--- src/rtl/sr_input_cond.sv ---
// Pushbutton conditioner for an SR latch: sync, debounce, one-shot pulses.
// Define SRIN_CONFLICT_EN to suppress simultaneous commands and flag conflict.
module sr_input_ch #(
  parameter int DEBOUNCE_CYCLES = 16
) (
  input  logic clk,
  input  logic rst,
  input  logic btn,
  output logic lvl,
  output logic hit
);

  localparam int CW = $clog2(DEBOUNCE_CYCLES) + 1;
  localparam logic [CW-1:0] LAST = CW'(DEBOUNCE_CYCLES - 1);
  localparam logic [CW-1:0] ONE = CW'(1);

  typedef enum logic [1:0] {
    IDLE,
    CHK_HI,
    PRESSED,
    CHK_LO
  } state_t;

  logic [1:0]    sy;
  logic          sync;
  state_t        st, st_n;
  logic [CW-1:0] cnt, cnt_n;

  assign sync = sy[1];

  always_ff @(posedge clk) begin
    if (rst) begin
      sy  <= '0;
      st  <= IDLE;
      cnt <= '0;
      lvl <= 1'b0;
    end else begin
      sy  <= {sy[0], btn};
      st  <= st_n;
      cnt <= cnt_n;
      lvl <= (st_n == PRESSED) || (st_n == CHK_LO);
    end
  end

  // hit marks a completed press; a glitch back from CHK_LO is not a press
  always_comb begin
    st_n  = st;
    cnt_n = cnt;
    hit   = 1'b0;
    unique case (st)
      IDLE: begin
        if (sync) begin
          st_n  = CHK_HI;
          cnt_n = ONE;
        end
      end
      CHK_HI: begin
        if (!sync) begin
          st_n  = IDLE;
          cnt_n = '0;
        end else if (cnt == LAST) begin
          st_n  = PRESSED;
          cnt_n = '0;
          hit   = 1'b1;
        end else begin
          cnt_n = cnt + ONE;
        end
      end
      PRESSED: begin
        if (!sync) begin
          st_n  = CHK_LO;
          cnt_n = ONE;
        end
      end
      CHK_LO: begin
        if (sync) begin
          st_n  = PRESSED;
          cnt_n = '0;
        end else if (cnt == LAST) begin
          st_n  = IDLE;
          cnt_n = '0;
        end else begin
          cnt_n = cnt + ONE;
        end
      end
      default: begin
        st_n  = IDLE;
        cnt_n = '0;
      end
    endcase
  end

endmodule

module sr_input_cond #(
  parameter int DEBOUNCE_CYCLES = 16
) (
  input  logic clk,
  input  logic rst,
  input  logic set_btn,
  input  logic rst_btn,
  output logic s,
  output logic r,
  output logic set_lvl,
  output logic rst_lvl,
  output logic conflict
);

  logic set_hit;
  logic rst_hit;
  logic s_n;
  logic r_n;
  logic c_n;

  sr_input_ch #(
    .DEBOUNCE_CYCLES(DEBOUNCE_CYCLES)
  ) u_set (
    .clk(clk),
    .rst(rst),
    .btn(set_btn),
    .lvl(set_lvl),
    .hit(set_hit)
  );

  sr_input_ch #(
    .DEBOUNCE_CYCLES(DEBOUNCE_CYCLES)
  ) u_rst (
    .clk(clk),
    .rst(rst),
    .btn(rst_btn),
    .lvl(rst_lvl),
    .hit(rst_hit)
  );

`ifdef SRIN_CONFLICT_EN
  assign s_n = set_hit & ~rst_hit;
  assign r_n = rst_hit & ~set_hit;
  assign c_n = set_hit & rst_hit;
`else
  // reset command wins a tie
  assign s_n = set_hit & ~rst_hit;
  assign r_n = rst_hit;
  assign c_n = 1'b0;
`endif

  always_ff @(posedge clk) begin
    if (rst) begin
      s        <= 1'b0;
      r        <= 1'b0;
      conflict <= 1'b0;
    end else begin
      s        <= s_n;
      r        <= r_n;
      conflict <= c_n;
    end
  end

endmodule

--- config.mk ---
export PLATFORM = sky130hd
export DESIGN_NAME = sr_input_cond
export DESIGN_NICKNAME = d
export VERILOG_FILES = /design/src/rtl/sr_input_cond.sv
export SDC_FILE = /design/constraint.sdc
export NUM_CORES = 1
export LEC_CHECK = 0
export CAP_MARGIN = 20
export CORE_MARGIN = 3
export CORE_UTILIZATION = 55
export CTS_BUF_LIST = sky130_fd_sc_hd__clkbuf_8
export CTS_CLUSTER_DIAMETER = 50
export DETAILED_ROUTE_END_ITERATION = 10
export PLACE_DENSITY = 0.77
export SLEW_MARGIN = 10
export SYNTH_ARGS = -nofsm -noshare
export SYNTH_HDL_FRONTEND = slang
export SYNTH_SLANG_ARGS = --single-unit
--- constraint.sdc ---
create_clock -name clk -period 2.79 [get_ports clk]
set_clock_uncertainty 0.15 [all_clocks]
set_input_delay 0.4185 -clock clk [delete_from_list [all_inputs] [get_ports clk]]
set_output_delay 0.4185 -clock clk [all_outputs]
set_load 0.02 [all_outputs]
==> flow_metrics.tcl, run 1 <==
set metrics [dict create \
    ys_types 29 \
    rows 13 \
    synthArstFlopShare 0 \
    port_buffers 7 \
    power_switching_uw 113.4 \
    cts_root_buffer "clkbuf_8" \
    p_clk_frac 0.456 \
    io_pins 9 \
    htree_num_levels 1 \
    status "finished, final reports clean" \
    wirelength_mm 1.410 \
    ys.flop_type "dfxtp_1" \
    syn-instance-count 88 \
    ir_drop_v 0.0006460 \
    setup-violations-final 0 \
    nets 103 \
    yosys-top-cells-count "dfxtp_1, nor2_1, nor2b_1, a21oi_1, nand3_1" \
    num_antenna_cells 0 \
    clkSlewWorstSetupHoldPaths_ns 0.08 \
    dieArea_um2 2146 \
    synth_area_leaders "dfxtp_1, nor2b_1, nor2_1, nor3b_2, ha_1" \
    setup-tns-final_ns 0 \
    dr.pass1.iters 4 \
    worstPathArrival_ns 1.18 \
    combPwrFrac 0.035 \
    powerDensity_nw_per_um2 612.2 \
    fmax_mhz 572.4 \
    post_cts_resize_count 0 \
    drv_slew 0 \
    grt_usage 0.1588 \
    rsz0062_at_grt "no" \
    cp_top_family "buffers and inverters" \
    clk_latency_ns 0.25 \
    start_util 0.6322 \
    drc 0 \
    hold_buffers 0 \
    syn_area_per_cell_um2 10.17 \
    path_cells "clkdlybuf4s50_1" \
    max_slew_margin 0.5906 \
    cts_tree "built" \
    synth_top_area_share 0.4923 \
    yosysWarnings 0 \
    cts_buffers 3 \
    period_minus_slack_ns 1.747 \
    required_ns 2.22 \
    syn-num-nets 94 \
    globalplace.congestion 0.7973 \
    core-area_um2 1415 \
    cpPeakStageDelay_ns 0.61 \
    synth_largest_area_cell "dfxtp_1" \
    path_max_fanout 1 \
    end_kind "output port" \
    cts_sinks 22 \
    crit_type "register to output port" \
    leakagePower_uw 0.0003803 \
    synth_enable_flop_cells 0 \
    dieHeight_um 46.33 \
    p_seq_frac 0.509 \
    grt_max_degree 18 \
    antenna_found_initial 0 \
    grt_pass1_wl_mm 2.435 \
    cp-start-kind "register" \
    route.antenna.remaining_nets 0 \
    switching_share 0.1791 \
    drive_above_1_share 0.1250 \
    cpMaxStageDelayCell "clkdlybuf4s50_1" \
    synth_seq_area_share 0.4923 \
    utilization 0.7312 \
    path_buf_inv 1 \
    hold_violations 0 \
    num_vias 643 \
    tightest_slew_ns 0.6121 \
    internal_power_uw 520.0 \
    syn_to_final_growth_pct 15.66 \
    die_w_um 46.33 \
    synth.most_common_cell "dfxtp_1" \
    cts_setup_buffers 0 \
    hold_path.class "register to register" \
    cts_buffer_depth 2 \
    drv_cap 0 \
    drt_iter0_markers 21 \
    grt-ovfl-total 0 \
    syn_area_um2 894.6 \
    detail_route.wl_per_cell_um 12.70 \
    vias_per_cell 5.793 \
    period_share 0.6262 \
    grt_pass1_vias 593 \
    ys_seq_elements 22 \
]
## logic make-up after synthesis
| family | count (synthesis) | synth area share |
|---|---|---|
| AO/OA/AOI/OAI | 14 | 0.1147 |
| flip-flops | 22 | 0.4923 |
| AND/OR/NAND/NOR | 41 | 0.2881 |
| other | 1 | 0.004192 |
| multiplexers | 2 | 0.02238 |
| adder cells (fa/ha/maj) | 2 | 0.02797 |
| buffers and inverters | 4 | 0.03076 |
| XOR/XNOR | 2 | 0.01958 |
## final timing paths
check / from / slack [ns] / to / cells past startpoint
max: u_set.lvl$_SDFF_PP0_ / 1.04 / set_lvl / 1
min: u_rst.sy[0]$_SDFF_PP0_ / 0.30 / u_rst.sy[1]$_SDFF_PP0_ / 1
max reg2reg: u_rst.cnt[0]$_SDFFE_PP0P_ / 1.08 / s$_SDFF_PP0_ / 5
min reg2reg: u_rst.sy[0]$_SDFF_PP0_ / 0.30 / u_rst.sy[1]$_SDFF_PP0_ / 1
## power groups by stage
stage | registers (uW) | clock network, uW | logic [uW]
floorplan | 329 | 0 | 16.0
global placement | 329 | 0 | 21.5
detailed placement | 330 | 0 | 22.3
CTS | 322 | 297 | 22.4
global route | 323 | 309 | 25.4
finish | 322 | 289 | 22.2
## layer usage
| layer | up-vias | part of all wire | track usage |
|---|---|---|---|
| li1 | 320 | - | - |
| met1 | 301 | 0.43 | 0.1896 |
| met2 | 20 | 0.51 | 0.2692 |
| met3 | 2 | 0.052 | 0.05859 |
| met4 | 0 | 0.0078 | 0.03409 |
| met5 | - | 0 | 0 |
## final cells by class
cell class              instances  area, um2
clock buffers                   3      41.29
clock inverters                 1      30.03
fillers                       119      380.4
multi-input cells              62      426.7
flip-flops and latches         22      440.4
well taps                      15      18.77
repair buffers                  8      77.57
## stage by stage
step	hold WS (ns)	setup slack, ns	cells	instance area (um2)	total power (uW)
6_report	0.3035	1.043	111	1035	633.4
5_1_grt	0.3229	0.9175	111	1035	657.3
4_1_cts	0.3071	1.019	111	1035	641.7
3_5_place_dp	0.2957	0.7996	107	963.4	351.9
3_3_place_gp	0.2665	0.9245	107	963.4	350.9
2_1_floorplan	0.2638	1.281	88	894.6	344.8
## sequential cells by signal (all words and copies together) (netlist names)
| register | flops |
|---|---|
| u_rst.cnt | 5 |
| r | 1 |
| s | 1 |
| u_rst.st | 2 |
| u_rst.sy | 2 |
| u_set.sy | 2 |
| u_set.st | 2 |
| u_rst.lvl | 1 |
| u_set.cnt | 5 |
| u_set.lvl | 1 |
## cells in the final DEF, fill, tap and decap left out, drive strengths merged, types with 2 or more instances in the layout
| cell | Yosys | final |
|---|---|---|
| clkbuf | 0 | 3 |
| clkdlybuf4s50 | 0 | 7 |
| ha | 2 | 2 |
| a2111oi | 2 | 2 |
| and2 | 3 | 3 |
| o21ai | 2 | 2 |
| dfxtp | 22 | 22 |
| nand3 | 5 | 5 |
| a22oi | 3 | 3 |
| nor2 | 13 | 13 |
| xor2 | 2 | 2 |
| a21oi | 4 | 4 |
| nor2b | 8 | 8 |
| mux2i | 2 | 2 |
| nand3b | 3 | 3 |
| nor3b | 6 | 6 |
| nand2 | 2 | 2 |
Power figures use the tool's default switching activity.
==> inputs of run 2 (changes only) <==
Clock period 2.79 ns to 1.79 ns, I/O delays scaled along.
==> run 2 against run 1 <==
  * Non-clock buffer count grew 3
  * Die area unchanged
  * Largest power group unchanged
  * Critical endpoint is now s$_SDFF_PP0_
  * Core utilization grew 1.6 points
  * Total power is 58% higher
  * Register-to-register slack worse by 0.89 ns
  * Sequential power rose by 56%
  * Routed wire length increased by 8.2%
  * Global-route usage rose by 1.7 points
  * Design area is 2.2% higher
  * Sequential cell count unchanged
  * First-iteration DRC count down 52%
  * Sequential share of layout area decreased by 0.91 points
==> flow_metrics.tcl, run 2 (same netlist as run 1, synthesis figures left out) <==
set metrics [dict create \
    status "finished, final reports clean" \
    seq_area_um2 440.4 \
    clk_latency_ns 0.26 \
    drv_cap 0 \
    dr.pass1.iters 4 \
    route.antenna.remaining_nets 0 \
    rsz0062_at_grt "no" \
    holdPathStages 1 \
    vias_per_cell 5.658 \
    dieArea_um2 2146 \
    num_vias 645 \
    path_max_fanout 4 \
    period_share 0.8949 \
    start_util 0.6322 \
    powerDensity_nw_per_um2 945.2 \
    hold_path.class "register to register" \
    clkSlewWorstSetupHoldPaths_ns 0.08 \
    cts_root_buffer "clkbuf_8" \
    fin_cells 114 \
    multiInputGateArea_um2 426.7 \
    cts_buffers 3 \
    ir_drop_v 0.0009430 \
    layout_setup_ws_ns 0.1881 \
    hold_ws_ns 0.2936 \
    period_minus_slack_ns 1.602 \
    core-area_um2 1415 \
    grt_pass1_wl_mm 2.594 \
    placed_cells 110 \
    cts_tree "built" \
    grt_max_degree 14 \
    layout_common_cells "dfxtp_1, nor2_1, nor2b_1, clkdlybuf4s50_1" \
    hold_violations 0 \
    nets 106 \
    setup-tns-final_ns 0 \
    setup-violations-final 0 \
    detail_route.wl_per_cell_um 13.38 \
    crit_type "register to register" \
    antenna_found_initial 0 \
    grt-ovfl-total 0 \
    grt_usage 0.1761 \
    hpwl_mm 1.008 \
    rows 13 \
    worstPathArrival_ns 1.61 \
    dpl_worst_slack_ns 0.1913 \
    fmax_mhz 624.2 \
    rrSetupSlack_ns 0.19 \
    drc 0 \
    cts_setup_buffers 0 \
    cts_sinks 22 \
    drive_above_1_share 0.1515 \
    htree_num_levels 1 \
    final_common_cell "dfxtp_1" \
    wirelength_mm 1.525 \
    io_pins 9 \
    grt_pass1_vias 598 \
    drv_slew 0 \
    port_buffers 7 \
    cp-start-kind "register" \
    post_cts_resize_count 0 \
    utilization 0.7471 \
    end_kind "register" \
    fillers 111 \
    leakagePower_uw 0.0003961 \
    num_antenna_cells 0 \
    globalplace.congestion 0.8499 \
    die_w_um 46.33 \
    required_ns 1.80 \
    rr_worst_depth 5 \
    reg_top3 "u_rst.cnt x5, u_set.cnt x5" \
    drt_iter0_markers 10 \
    cts_buffer_depth 2 \
    syn_to_final_growth_pct 18.18 \
    hold_buffers 0 \
    dieHeight_um 46.33 \
]
## run 2: power by group
group	total, uW	switching (uW)	internal [uW]
Clock	459	160	299
Sequential	502	5.44	497
Combinational	38.3	21.5	16.9
## run 2: metrics by stage
stage	total power [uW]	area, um2
floorplan	537.4	894.6
global placement	549.9	985.9
detailed placement	551.1	985.9
CTS	1011	1057
global route	1034	1057
finish	999.3	1057
## run 2: path summary, 6_finish.rpt
kind                                  to                      start
setup reg to reg            s$_SDFF_PP0_  u_rst.cnt[0]$_SDFFE_PP0P_
setup / recovery            s$_SDFF_PP0_  u_rst.cnt[0]$_SDFFE_PP0P_
hold reg to reg   u_rst.sy[1]$_SDFF_PP0_     u_rst.sy[0]$_SDFF_PP0_
hold / removal    u_rst.sy[1]$_SDFF_PP0_     u_rst.sy[0]$_SDFF_PP0_
## run 2: area by class of cell
type,instances,share of cell area
multi-input cells,62,0.4036
well taps,15,0.01775
repair buffers,11,0.09467
flip-flops and latches,22,0.4166
clock buffers,3,0.03905
clock inverters,1,0.02840
## run 2: routing by layer
layer | routed length (um) | GRT usage | share of wire | vias to the layer above
met4 | 11 | 0.05114 | 0.0072 | 0
met2 | 737 | 0.2692 | 0.48 | 8
met1 | 708 | 0.2273 | 0.46 | 306
li1 | - | - | - | 329
met3 | 68 | 0.07031 | 0.045 | 2
met5 | 0 | 0 | 0 | -
## run 2: worst max-delay path: stages (launching register included)
cell and delay, ns:
dfxtp_1 0.38, ha_1 0.22, nand3_2 0.11, nor3b_4 0.28, nand3b_1 0.15, and4_1 0.21
==> RTL edit 1 (flow settings as in run 1) <==
Reset style: asynchronous (`rst`), changed in 2 clocked blocks.
--- a/src/rtl/sr_input_cond.sv
+++ b/src/rtl/sr_input_cond.sv
@@ -28,7 +28,7 @@
 
   assign sync = sy[1];
 
-  always_ff @(posedge clk) begin
+  always_ff @(posedge clk or posedge rst) begin
     if (rst) begin
       sy  <= '0;
       st  <= IDLE;
@@ -143,7 +143,7 @@
   assign c_n = 1'b0;
 `endif
 
-  always_ff @(posedge clk) begin
+  always_ff @(posedge clk or posedge rst) begin
     if (rst) begin
       s        <= 1'b0;
       r        <= 1'b0;
Check against the original RTL: same outputs for any inputs over 10 cycles, from zero or initial values and one cycle with rst high; that may be too few to reach the edited logic, so the function may still have changed.
==> RTL edit 1 against run 1 <==
  * Cell area grew 7.4%
  * Highest routed layer unchanged
  * Wire length increased by 11%
  * Synthesized area rose by 10%
  * First-iteration DRC count is 71% lower
  * Power decreased by 8.0%
  * Maximum frequency fell by 1.7%
  * Sequential cell count did not move
  * Synthesized cell count decreased by 10%
  * Worst setup slack lost 0.031 ns
==> RTL edit 1: results <==
{
  "power_leakage_nw": 0.503,
  "timing.rr.start": "u_rst.cnt[0]$_DFFE_PP0P_",
  "hold_end": "u_set.sy[1]$_DFF_PP0_",
  "utilization": 0.697,
  "worst_pin_slew_ns": 0.768,
  "crit_end": "rst_lvl",
  "grtUsageMet2": 0.248,
  "wl_per_cell_um": 14.3,
  "synth-seq-area-share": 0.558,
  "min_from": "u_set.sy[0]$_DFF_PP0_",
  "clkCellAreaFrac": 0.0372,
  "globalRouteMet3Util": 0.0307,
  "buffers": 7,
  "netlist-cell-type-count": 31,
  "min_period_over_period": 0.637,
  "nNetsFinal": 94,
  "gp_congestion": 0.710,
  "drt-total-wl_mm": 1.57,
  "syn_inst": 79,
  "first_global_vias": 621,
  "netlist_top_cells_area": "dfrtp_1, nand3_1, mux2_4, o21a_1, and4b_4",
  "synth-main-ff-cell": "dfrtp_1",
  "regToRegEndpoint": "u_rst.lvl$_DFF_PP0_",
  "grt_pass1_wl_mm": 2.96,
  "worstPathArrival_ns": 1.21,
  "seq_cells": 22,
  "grt_max_degree": 23,
  "outcome": "finished, final reports clean",
  "drt_iter0_drc": 6,
  "max-vdd-ir-drop_mv": 0.348,
  "regArea_um2": 551,
  "r2r_setup_slack_ns": 1.19,
  "syn-num-nets": 85,
  "placed_area_um2": 1070,
  "met1_usage": 0.228,
  "synthArstFlopShare": 1.00,
  "rr_worst_depth": 4
}
RTL edit 1: changes by cell type in the layout (fill, tap and decap cells not counted), moves of 4 or more:
cell     change
nor2b_1      -8
nor2_1      -10
o21a_1       +4
dfxtp_1     -22
dfrtp_1     +22
RTL edit 1: cell families after synthesis:
| kind of cell | after synthesis | synth area share |
|---|---|---|
| adders and majority gates | 2 | 0.0254 |
| buffers and inverters | 5 | 0.0241 |
| AOI/OAI and AO/OA | 15 | 0.103 |
| xor gates and xnor gates | 7 | 0.0698 |
| DFF | 22 | 0.558 |
| other | 1 | 0.00380 |
| and+or+nand+nor | 23 | 0.162 |
| muxes | 4 | 0.0533 |
RTL edit 1: layer usage:
layer  vias to the layer above  routed length, um
met4                         0                 36
met1                       278                739
met3                         5                 63
li1                        296                  -
met2                        19                729
met5                         -                  0
RTL edit 1: power breakdown:
part	internal (mW)	leakage (nW)	switching, mW
combinational	0.0206	0.195	0.0235
sequential	0.333	0.286	0.0176
clock	0.0962	0.0216	0.0916
total	0.450	0.503	0.133
==> RTL edit 2 (flow settings as in run 1) <==
Made on the original files. `DEBOUNCE_CYCLES` is set to 16 in 2 places; all go to 64.
--- a/src/rtl/sr_input_cond.sv
+++ b/src/rtl/sr_input_cond.sv
@@ -1,7 +1,7 @@
 // Pushbutton conditioner for an SR latch: sync, debounce, one-shot pulses.
 // Define SRIN_CONFLICT_EN to suppress simultaneous commands and flag conflict.
 module sr_input_ch #(
-  parameter int DEBOUNCE_CYCLES = 16
+  parameter int DEBOUNCE_CYCLES = 64
 ) (
   input  logic clk,
   input  logic rst,
@@ -93,7 +93,7 @@
 endmodule
 
 module sr_input_cond #(
-  parameter int DEBOUNCE_CYCLES = 16
+  parameter int DEBOUNCE_CYCLES = 64
 ) (
   input  logic clk,
   input  logic rst,
Formal check against the unedited RTL: no difference found for any inputs over 10 cycles, from zero or initial values and one cycle with rst high; that may be too few to reach the edited logic, so the function may still have changed.
==> RTL edit 2 against run 1 <==
  * Sequential cell count grew 4
  * Sequential power up 18%
  * Synthesized area rose by 22%
  * Power rose by 12%
  * Core utilization decreased by 3.9 points
  * Synthesized cell count increased by 32%
  * Largest cell class is now multi-input gates
  * Worst hold slack worse by 0.012 ns
  * Sequential share of layout area fell by 0.84 points
  * Register-to-register slack lost 0.20 ns
  * Worst setup slack worse by 0.17 ns
  * Critical path depth increased by 4
  * Maximum frequency down 8.7%
  * Cell area increased by 21%
  * Wire length increased by 29%
==> RTL edit 2: results <==
{
  "outcome": "finished, final reports clean",
  "min_period_over_period": 0.686,
  "worstPathMaxFanout": 5,
  "grt_pass1_wl_mm": 3.28,
  "drt_iter0_drc": 12,
  "inverters": 4,
  "drt-total-wl_mm": 1.83,
  "wl_per_cell_um": 12.2,
  "regArea_um2": 520,
  "placed_area_um2": 1180,
  "max-vdd-ir-drop_mv": 0.389,
  "largest_registers": "u_rst.cnt x7, u_set.cnt x7",
  "grt_use_total": 0.165,
  "r2r_setup_slack_ns": 0.88,
  "post-place-ws_ns": 0.794,
  "filler_cell_count": 160,
  "multi_input_comb_cells": 82,
  "synth-seq-area-share": 0.478,
  "met3WireLength_um": 43,
  "vias_per_cell": 5.46,
  "power.density_nw_per_um2": 567,
  "grt_max_degree": 17,
  "nNetsFinal": 131,
  "grtUsageMet2": 0.289,
  "ys_top_cells_by_count": "dfxtp_1, nor2_1, nand2_1",
  "first_global_vias": 806,
  "pg_seq_uw": 381,
  "taps": 25,
  "globalRouteMet3Util": 0.0267,
  "syn-num-nets": 122,
  "gp_congestion": 0.818,
  "ys_ff_latch": 26,
  "dpl.cell_count": 145,
  "buffer_area_frac": 0.0622,
  "utilization": 0.692,
  "wirelength_met1_um": 897,
  "worst_pin_slew_ns": 0.661,
  "power_leakage_nw": 0.491,
  "critPathLaunch": "u_rst.cnt[0]$_SDFFE_PP0P_",
  "multi_input_area_um2": 532,
  "crit_end": "u_rst.lvl$_SDFF_PP0_",
  "syn_avg_cell_area_um2": 9.39,
  "netlist_top_cells_area": "dfxtp_1, nor2_1, xor2_1, o211a_1, nand3_1",
  "cts-resized-gates": 0,
  "worstPathArrival_ns": 1.92,
  "clkCellAreaFrac": 0.0572,
  "clkPwrFrac": 0.424,
  "met1_usage": 0.201
}
[RTL edit 2: cell types whose count changed after synthesis, moves of 4 or more]
cell,change
o21ai_0,+4
nand2_1,+6
o211a_1,+4
dfxtp_1,+4
[RTL edit 2: worst min path at each step]
| stage | from | to | slack, ns | depth (start not counted) |
|---|---|---|---|---|
| 2_1_floorplan | u_rst.sy[0]$_SDFF_PP0_ | u_rst.sy[1]$_SDFF_PP0_ | 0.26 | 1 |
| 3_3_place_gp | u_set.sy[0]$_SDFF_PP0_ | u_set.sy[1]$_SDFF_PP0_ | 0.27 | 1 |
| 3_5_place_dp | u_set.sy[0]$_SDFF_PP0_ | u_set.sy[1]$_SDFF_PP0_ | 0.27 | 1 |
| 4_1_cts | u_set.sy[0]$_SDFF_PP0_ | u_set.sy[1]$_SDFF_PP0_ | 0.29 | 1 |
| 5_1_grt | u_set.sy[0]$_SDFF_PP0_ | u_set.sy[1]$_SDFF_PP0_ | 0.31 | 1 |
| 6_report | u_set.sy[0]$_SDFF_PP0_ | u_set.sy[1]$_SDFF_PP0_ | 0.29 | 1 |
[RTL edit 2: worst max-delay path: stages (launching register included)]
cell     delay [ns]
dfxtp_1        0.41
ha_1           0.22
nand2_1        0.10
nor4_1         0.57
mux2i_1        0.30
nor2_1         0.07
[RTL edit 2: cells by family after synthesis]
| kind of cell | Yosys count | share of synthesized area |
|---|---|---|
| xor+xnor | 6 | 0.0551 |
| fa+ha+maj | 2 | 0.0230 |
| other cells | 1 | 0.00344 |
| buf+inv | 8 | 0.0344 |
| mux | 2 | 0.0184 |
| compound gates | 22 | 0.152 |
| simple gates | 49 | 0.237 |
| flops | 26 | 0.478 |
